`config.mk`:
```
export PLATFORM = sky130hd
export DESIGN_NAME = data_bram
export DESIGN_NICKNAME = d
export VERILOG_FILES = /design/src/rtl/data_bram.sv
export SDC_FILE = /design/constraint.sdc
export NUM_CORES = 1
export LEC_CHECK = 0
export CAP_MARGIN = 0
export CORE_UTILIZATION = 30
export CTS_CLUSTER_DIAMETER = 120
export CTS_CLUSTER_SIZE = 24
export DETAILED_ROUTE_END_ITERATION = 8
export SLEW_MARGIN = 30
export SYNTH_ARGS = -nofsm -noshare
export SYNTH_HDL_FRONTEND = slang
export SYNTH_SLANG_ARGS = --single-unit
```
`constraint.sdc`:
```
create_clock -name clk -period 3.05 [get_ports clk]
set_clock_uncertainty 0.15 [all_clocks]
set_input_delay 0.61 -clock clk [delete_from_list [all_inputs] [get_ports clk]]
set_output_delay 0.61 -clock clk [all_outputs]
set_load 0.02 [all_outputs]
```
`src/rtl/data_bram.sv`:
```
// Single-port WRITE_FIRST data RAM behind the data memory controller, with a
// post-reset zeroing sequencer. Define DATA_BRAM_OUTREG_EN for a 2-cycle read path.
module data_bram #(
  parameter int unsigned DEPTH          = 32,
  parameter int unsigned ADDR_W         = 5,
  parameter int unsigned CLEAR_ON_RESET = 1
) (
  input  logic        clk,
  input  logic        reset,
  input  logic [31:0] bram_addr,
  input  logic [31:0] bram_din,
  input  logic [3:0]  bram_we,
  input  logic        bram_en,
  output logic [31:0] bram_dout,
  output logic        busy,
  output logic        addr_err
);

  localparam int unsigned DATA_W = 32;
  localparam int unsigned LANES  = 4;

  typedef enum logic {
    ST_CLEAR = 1'b0,
    ST_RUN   = 1'b1
  } state_t;

  state_t              state_q, state_d;
  logic [ADDR_W-1:0]   cnt_q, cnt_d;
  logic [DATA_W-1:0]   mem [DEPTH];

  logic [ADDR_W-1:0]   idx_c;
  logic [DATA_W-1:0]   rd_word_c;
  logic [DATA_W-1:0]   merged_c;
  logic                oob_c;
  logic                wr_en_c;
  logic [ADDR_W-1:0]   wr_idx_c;
  logic [DATA_W-1:0]   wr_word_c;

  logic [DATA_W-1:0]   dout_q;
  logic                addr_err_q;
  logic                busy_q;

  assign idx_c     = bram_addr[ADDR_W-1:0];
  assign rd_word_c = mem[idx_c];
  assign oob_c     = |bram_addr[31:ADDR_W];

  // Byte-lane merge of new data over the currently stored word
  always_comb begin
    merged_c = rd_word_c;
    for (int i = 0; i < int'(LANES); i++) begin
      if (bram_we[i]) merged_c[8*i +: 8] = bram_din[8*i +: 8];
    end
  end

  // Next-state and array write control
  always_comb begin
    state_d   = state_q;
    cnt_d     = cnt_q;
    wr_en_c   = 1'b0;
    wr_idx_c  = idx_c;
    wr_word_c = merged_c;
    case (state_q)
      ST_CLEAR: begin
        if (CLEAR_ON_RESET != 0) begin
          wr_en_c   = 1'b1;
          wr_idx_c  = cnt_q;
          wr_word_c = '0;
          cnt_d     = cnt_q + ADDR_W'(1);
          if (cnt_q == ADDR_W'(DEPTH - 1)) state_d = ST_RUN;
        end else begin
          state_d = ST_RUN;
        end
      end
      ST_RUN: begin
        wr_en_c = bram_en && (|bram_we);
      end
      default: state_d = ST_CLEAR;
    endcase
  end

  always_ff @(posedge clk or posedge reset) begin
    if (reset) begin
      state_q    <= ST_CLEAR;
      cnt_q      <= '0;
      busy_q     <= 1'b1;
      dout_q     <= '0;
      addr_err_q <= 1'b0;
    end else begin
      state_q <= state_d;
      cnt_q   <= cnt_d;
      busy_q  <= (state_d == ST_CLEAR);
      if (state_q == ST_RUN && bram_en) begin
        dout_q     <= merged_c;
        addr_err_q <= oob_c;
      end
    end
  end

  // Array has no reset; while reset is held only a zero lands in word 0,
  // which the clear sweep writes anyway.
  always_ff @(posedge clk) begin
    if (wr_en_c) mem[wr_idx_c] <= wr_word_c;
  end

  assign busy = busy_q;

`ifdef DATA_BRAM_OUTREG_EN
  logic [DATA_W-1:0] dout2_q;
  logic              addr_err2_q;

  // Optional output register stage, free-running
  always_ff @(posedge clk or posedge reset) begin
    if (reset) begin
      dout2_q     <= '0;
      addr_err2_q <= 1'b0;
    end else begin
      dout2_q     <= dout_q;
      addr_err2_q <= addr_err_q;
    end
  end

  assign bram_dout = dout2_q;
  assign addr_err  = addr_err2_q;
`else
  assign bram_dout = dout_q;
  assign addr_err  = addr_err_q;
`endif

endmodule

```
Yosys cells after proc, flatten, opt, wreduce, memory -nomap -nowiden --
Memory sizes are Yosys's and may differ from the RTL's. Index checks and enable logic that the tools add are counted. W data, S select, Z words.
Cells by class: reduce and logical (&&, ||, !) cells 4, mux-type cells 11, equality and inequality tests 1, add/subtract/negate cells 1, bitwise operators 2
Operator list (number):
- $mux W32 | 1
- $mux W8 | 4
- $reduce_or A27 Y1 | 1
- $add A5 B1 Y5 const B | 1
- $eq A5 B5 Y1 const B | 1
- $mux W5 | 1
- $mux W1 | 4
- $reduce_or A4 Y1 | 1
- $logic_and A1 B1 Y1 | 2
- $not A1 Y1 | 2
- $pmux W1 S2 | 1
Storage, ports and cells: bits of input ports 71, word-level logic and storage cells 25, output and inout port bits 34, memories kept 1, bits in writable memories 1024, register bits after elaboration 40
Memory list:
- mem | words 32, width 32, read ports 1, clocked after memory_dff 0, wr ports 1, RTL line 29 | logic [DATA_W-1:0] mem [DEPTH];

Logic depth before layout (Yosys ltp) --
Gate-level depths: netlist (run 1).
depth after elaboration 5, mapped depth 8, mapped depth without buffers 5

Worst setup path before layout (run 1) --
Ideal clock, no wire load.
path kind input port to flip-flop, start in bram_addr[0], end mem mem[1][0], enable pin, setup slack -526 ps, arrival 3005 ps, stages on the path 7, buffers on the path 3, path through buf_4 -> buf_6 -> buf_2 -> inv_1 -> nor4_1 -> a21oi_1 -> nor2_1
On the way: longest elaborated chain between the ends 1
RTL lines:
- start: declaration | RTL line 10 | input logic [31:0] bram_addr,
- $mux W5 | RTL line 62 | case (state_q)
- end: declaration | RTL line 29
Every way passes these cells.

Worst setup path after layout (run 1) --
start in bram_addr[2], end mem mem[0][29] (data pin)
On the way: longest elaborated chain between the ends 3
RTL lines:
- $mem_v2 Z32 W32
- $mux W8 | RTL line 51 | if (bram_we[i]) merged_c[8*i +: 8] = bram_din[8*i +: 8];
- $mux W32 | RTL line 62
- named net wr_word_c[29] | RTL line 37 | logic [DATA_W-1:0] wr_word_c;
The timed path passes the listed nets, and every way through them passes these cells.

==> flow_summary.yaml, run 1 <==
run_status:
  status: "finished, final reports clean"
setup_path:
  cp_num_buf_inv: 5
  cpPeakStageDelay_ns: 0.46
  crit_chain: "clkdlybuf4s50_1, buf_4, and2_4, buf_12, buf_6, a22oi_1, a21oi_1, nor4_4, a22o_1, buf_4"
  crit_required_ns: 3.39
  cp-start-kind: "input port"
  path_delay_family: "buffers and inverters"
  worstSetupEndpointType: "register"
  critPathMaxFanout: 27
  crit_type: "input port to register"
  critical_path_arrival_ns: 3.33
  worst_path_most_repeated_cell: "buf_4"
  rr_startpoint: "state_q"
  startpoint: "bram_addr[2]"
  crit_slowest_cell: "nor4_4"
detailed_routing:
  ant_nets: 0
  drcViolationCount: 0
  viasPerCell: 5.25
  drt_iter0_markers: 3069
  finalWirelength_um: 117000
  drt_first_pass_iters: 5
  vias: 23700
  wire_per_inst_um: 25.9
sta:
  hold_viol: 0
  layout_min_cycle_time_ns: 2.99
  post-route-period-util: 0.980
  max_freq_ghz: 0.335
  finalSetupViolations: 0
  worst_slack_ns: 0.0619
  slew-limit-headroom: 0.352
  rsz0062_at_grt: "no"
  tightestPinTransition_ns: 0.969
  drv_slew: 0
clock_network:
  worstSkewPairLatency_ns: 0.66
  cts_tree: "yes"
  htree_levels: 2
  clk_pin_slew_ns: 0.10
  cts_sinks: 1064
  cts_hold_buf: 0
  cts-root-buf: "clkbuf_16"
  cts-buffers-inserted: 50
  clockBufferDepth: 3
pwr:
  p_leak_uw: 0.0173
  powerDensity_mw_per_mm2: 533
  vdd_drop_max_uv: 408
  power_uw: 26900
logic_synthesis:
  syn_inst: 2345
  ys_warn_count: 0
  yosys.area.top_type: "edfxtp_1"
  synth_edf_count: 1024
  netlist_area_mm2: 0.0417
  async_reset_ff_frac: 0.0376
  synth_top_area_share: 0.737
  ys_seq_area_frac: 0.761
  syn_avg_cell_area_um2: 17.8
  synthesis.nets: 2418
  ys_ff_latch: 1064
  synth_ff_type: "edfxtp_1"
  yosysUniqueCellTypes: 36
  synth_area_leaders: "edfxtp_1, mux2i_1, a22oi_1"
grt:
  use_met1: 0.241
  gr-usage-all-layers: 0.163
  met2_usage: 0.249
  met3_usage: 0.0280
  gr-total-overflow: 0
  antenna_found_initial: 3
  grt_max_degree: 51
  grt_pass1_wl_um: 167000
  grt_pass1_vias: 23400
  top_usage_layer: "met2"
die:
  die-area_mm2: 0.141
  rows: 136
  coreArea_mm2: 0.138
  start_util: 0.303
  die_x_um: 375
  io-pin-count: 105
  fp.dieH_um: 375
placement:
  gp_congestion: 0.811
  place_hpwl_um: 74100
  preCtsSetupSlack_ns: -1.19
  place_inst: 4429
  port_buffers: 104
final_layout:
  syn2layout_area_growth_pct: 21.1
  regArea_mm2: 0.0318
  nets: 2761
  fin_cells: 4523
  postLayoutCoreUtil: 0.367
  diodes: 0
  drive_gt1_frac: 0.164
  num-fill-cells: 12700
  multi_input_area_mm2: 0.00961
run:
  maxCapViolCount: 0
hold_path:
  hold_class: "input port to asynchronous set/reset pin"
==> sequential cells by signal, indices dropped and copies added (netlist names) <==
name,cells
mem,1024
busy,1
cnt_q,5
bram_dout,32
addr_err,1
state_q,1
==> cell usage in the layout (no fill, tap or decap), types with 29 or more instances in the layout <==
| cell type | Yosys | routed |
|---|---|---|
| a21oi_1 | 131 | 129 |
| buf_12 | 0 | 150 |
| and3_1 | 32 | 32 |
| nor2_4 | 0 | 33 |
| dfrtp_1 | 39 | 39 |
| clkbuf_1 | 63 | 39 |
| clkdlybuf4s50_1 | 0 | 102 |
| clkbuf_16 | 0 | 53 |
| a22oi_1 | 256 | 256 |
| mux2i_1 | 513 | 513 |
| a221o_1 | 31 | 31 |
| nor4_1 | 41 | 34 |
| edfxtp_1 | 1024 | 1024 |
| buf_4 | 33 | 181 |
| a22o_1 | 31 | 29 |
==> final cells by class <==
type / instances / area share
clock buffers: 92 / 0.0291
repair buffers: 436 / 0.107
multi-input cells: 1130 / 0.190
inverters: 6 / 0.000446
flip-flops and latches: 1064 / 0.628
clock inverters: 1 / 0.000322
well taps: 1794 / 0.0444
==> worst register-to-register path: cells and delay by family (launching register included) <==
kind	cells	cell delay, ns
simple gates	3	1.22
flops	1	0.70
compound gates	1	0.14
buf+inv	2	0.40
==> worst paths after layout <==
| kind | end | slack, ns | depth (start not counted) |
|---|---|---|---|
| setup / recovery | mem[0][29] | 0.06 | 10 |
| hold / removal | bram_dout[13] | 0.30 | 3 |
| setup reg to reg | mem[20][6] | 0.13 | 6 |
| hold reg to reg | addr_err | 0.33 | 2 |
| max in group asynchronous | bram_dout[26] | 1.90 | 3 |
| min in group clk | addr_err | 0.33 | 2 |
==> Yosys cell counts (3+ instances only) <==
cell      count
a21oi_1     131
a221o_1      31
a22o_1       31
a22oi_1     256
and2_1        5
and3_1       32
buf_1        12
buf_2        33
buf_4        33
buf_6         3
clkbuf_1     63
dfrtp_1      39
edfxtp_1   1024
inv_1         6
mux2_2        3
mux2i_1     513
nand2_1      15
nor2_1       44
nor2b_1       3
nor4_1       41
o21ai_0       3
xnor2_1       3
==> power breakdown <==
group | leakage (uW) | total (uW) | switching, uW | internal, uW
sequential | 0.00971 | 16500 | 60.5 | 16400
combinational | 0.00693 | 2660 | 1560 | 1110
clock | 0.000706 | 7790 | 4490 | 3310
total | 0.0173 | 26900 | 6110 | 20800
==> timing repair <==
| action | 4_1_cts | 5_1_grt |
|---|---|---|
| resized for setup | 11 | 4 |
| buffers inserted | 1 | 0 |
| pin swaps | 3 | 2 |
| gates cloned | 0 | 0 |
| endpoints found under the setup margin | 161 | 160 |
==> metal layers <==
layer / wire (um) / part of all wire
met1: 53100 / 0.45
met2: 52400 / 0.45
met3: 9660 / 0.082
met4: 1930 / 0.016
met5: 179 / 0.0015
==> per-stage QoR <==
step                      hold slack (ns)  TNS [ns]  instance area (um^2)
after global routing                0.342         0                 50500
after floorplan                     0.328   -159.50                 41800
after global placement              0.309   -629.06                 48900
after detailed placement            0.318   -607.13                 49000
after CTS                           0.305         0                 50500
final                               0.305         0                 50500
==> kinds of logic after synthesis <==
| logic type | share of synthesized area |
|---|---|
| DFF | 0.761 |
| muxes | 0.124 |
| AOI/OAI and AO/OA | 0.0772 |
| buffers and inverters | 0.0182 |
| and+or+nand+nor | 0.0190 |
| xor gates and xnor gates | 0.000630 |
| adders and majority gates | 0.000599 |
Note: power is estimated with default switching activity, not from simulation.
==> run 2, diff against run 1 <==
CORE_MARGIN = 2   (was not set)
REMOVE_ABC_BUFFERS = 1   (was not set)
==> run 2 against run 1 <==
Net effect:
- sequential share of layout area shrank 0.20 points
- sequential power is essentially flat
- power is essentially flat
- critical endpoint is now mem[26][20]
- largest cell class unchanged
==> flow_summary.yaml, run 2 (same netlist as run 1, synthesis figures left out) <==
final_layout:
  multi_input_area_mm2: 0.00953
  layout_commonest_cell: "edfxtp_1"
  nets: 2769
  diodes: 0
  mostFrequentLayoutCells: "edfxtp_1, mux2i_1, a22oi_1"
  fin_cells: 4532
  largest_register_ffs: 1024
  num-fill-cells: 12700
  regArea_mm2: 0.0318
  drive_gt1_frac: 0.163
  syn2layout_area_growth_pct: 21.5
  regMostFlops: "mem"
  stdcell_area_mm2: 0.0507
detailed_routing:
  finalWirelength_um: 121000
  routed-wl-met3_um: 7690
  drcViolationCount: 0
  met1_length_um: 53400
  highest_layer: "met5"
  wire_per_inst_um: 26.7
  drt_iter0_markers: 2443
  ant_nets: 0
  met2_length_um: 57200
  viasPerCell: 5.16
  vias: 23400
  drt_first_pass_iters: 6
setup_path:
  crit_required_ns: 3.38
  cpPeakStageDelay_ns: 0.61
  crit_slowest_cell: "nor4_1"
  path_delay_family: "buffers and inverters"
  crit_chain: "clkdlybuf4s50_1, buf_4, nor2_4, buf_12, buf_12, a22oi_1, a21oi_1, nor4_1, a22o_1, buf_4"
  cp-start-kind: "input port"
  cp.depth: 10
  ff2ff_path_depth: 6
  worstSetupEndpointType: "register"
  crit_type: "input port to register"
  critPathMaxFanout: 23
  critical_path_arrival_ns: 3.26
  cp_num_buf_inv: 5
grt:
  grt_pass1_vias: 22500
  gr-total-overflow: 0
  gr-usage-all-layers: 0.166
  grt_pass1_wl_um: 170000
  antenna_found_initial: 6
  grt_max_degree: 41
pwr:
  p_comb_frac: 0.101
  vdd_drop_max_uv: 354
  p_sw_frac: 0.225
  p_leak_uw: 0.0174
  p_sw_uw: 6070
  powerDensity_mw_per_mm2: 531
  clkPwrFrac: 0.288
  seq_power_share: 0.612
  p_int_uw: 20900
hold_path:
  hold_class: "input port to asynchronous set/reset pin"
clock_network:
  clockBufferDepth: 3
  worstSkewPairLatency_ns: 0.65
  cts-root-buf: "clkbuf_16"
  htree_levels: 2
  cts_tree: "yes"
  cts-buffers-inserted: 50
  clk_pin_slew_ns: 0.10
  cts_sinks: 1064
die:
  die_x_um: 377
  start_util: 0.303
  rows: 136
  die-area_mm2: 0.142
  io-pin-count: 105
  coreArea_mm2: 0.138
  fp.dieH_um: 377
sta:
  drv_slew: 0
  setup_tns_ns: 0
  whs_ns: 0.162
  layout_min_cycle_time_ns: 2.93
  post-route-period-util: 0.960
  tightestPinTransition_ns: 0.817
  slew-limit-headroom: 0.456
  max_freq_ghz: 0.341
  rsz0062_at_grt: "no"
  finalSetupViolations: 0
  hold_viol: 0
placement:
  place_hpwl_um: 74700
  place_inst: 4437
  postPlaceCellArea_mm2: 0.0492
  gp_congestion: 0.809
  port_buffers: 104
run_status:
  status: "finished, final reports clean"
run:
  maxCapViolCount: 0
[run 2: area by class of cell]
type / count / share of cell area
sequential: 1064 / 0.626
multi-input combinational: 1130 / 0.188
timing repair buffer: 444 / 0.112
tap: 1794 / 0.0443
clock buffer: 93 / 0.0291
inverter: 6 / 0.000444
clock inverter: 1 / 0.000321
[run 2: power groups by stage]
stage	combinational (uW)	clock, uW	sequential (uW)
2_1_floorplan	967	0	16900
3_3_place_gp	2680	0	16800
3_5_place_dp	2700	0	16800
4_1_cts	2710	7870	16500
5_1_grt	2860	8360	16500
6_report	2710	7750	16500
[run 2: timing repair]
action | 4_1_cts | 5_1_grt
resized for setup | 0 | 1
buffers inserted | 0 | 0
hold buffers | 0 | 0
setup endpoints to repair | 0 | 16
[run 2: stage by stage]
stage | util | total power [uW] | worst slack, ns
6_report | 0.368 | 26900 | 0.121
5_1_grt | 0.368 | 27700 | 0.0262
4_1_cts | 0.368 | 27100 | 0.113
3_5_place_dp | 0.357 | 19500 | -0.566
3_3_place_gp | 0.357 | 19500 | -0.529
2_1_floorplan | - | 17800 | -3.42
[run 2: final timing paths]
path,start,end,slack (ns)
setup / recovery,bram_addr[2],mem[26][20],0.12
hold / removal,reset,bram_dout[13],0.16
setup reg to reg,state_q,mem[18][9],0.40
hold reg to reg,addr_err,addr_err,0.34
max in group asynchronous,reset,bram_dout[16],2.24
min in group clk,addr_err,addr_err,0.34
[run 2: worst register-to-register path, cell delays in order, from the launching register on]
cell and delay, ns:
dfrtp_1 0.62, buf_4 0.29, mux2i_1 0.40, nand2_1 0.15
buf_4 0.20, nor2_4 0.19, buf_4 0.31
[run 2: metal layers]
layer | track usage | up-vias
met5 | 0 | -
li1 | - | 10200
met1 | 0.236 | 12200
met2 | 0.267 | 826
met3 | 0.0235 | 146
met4 | 0.0415 | 4
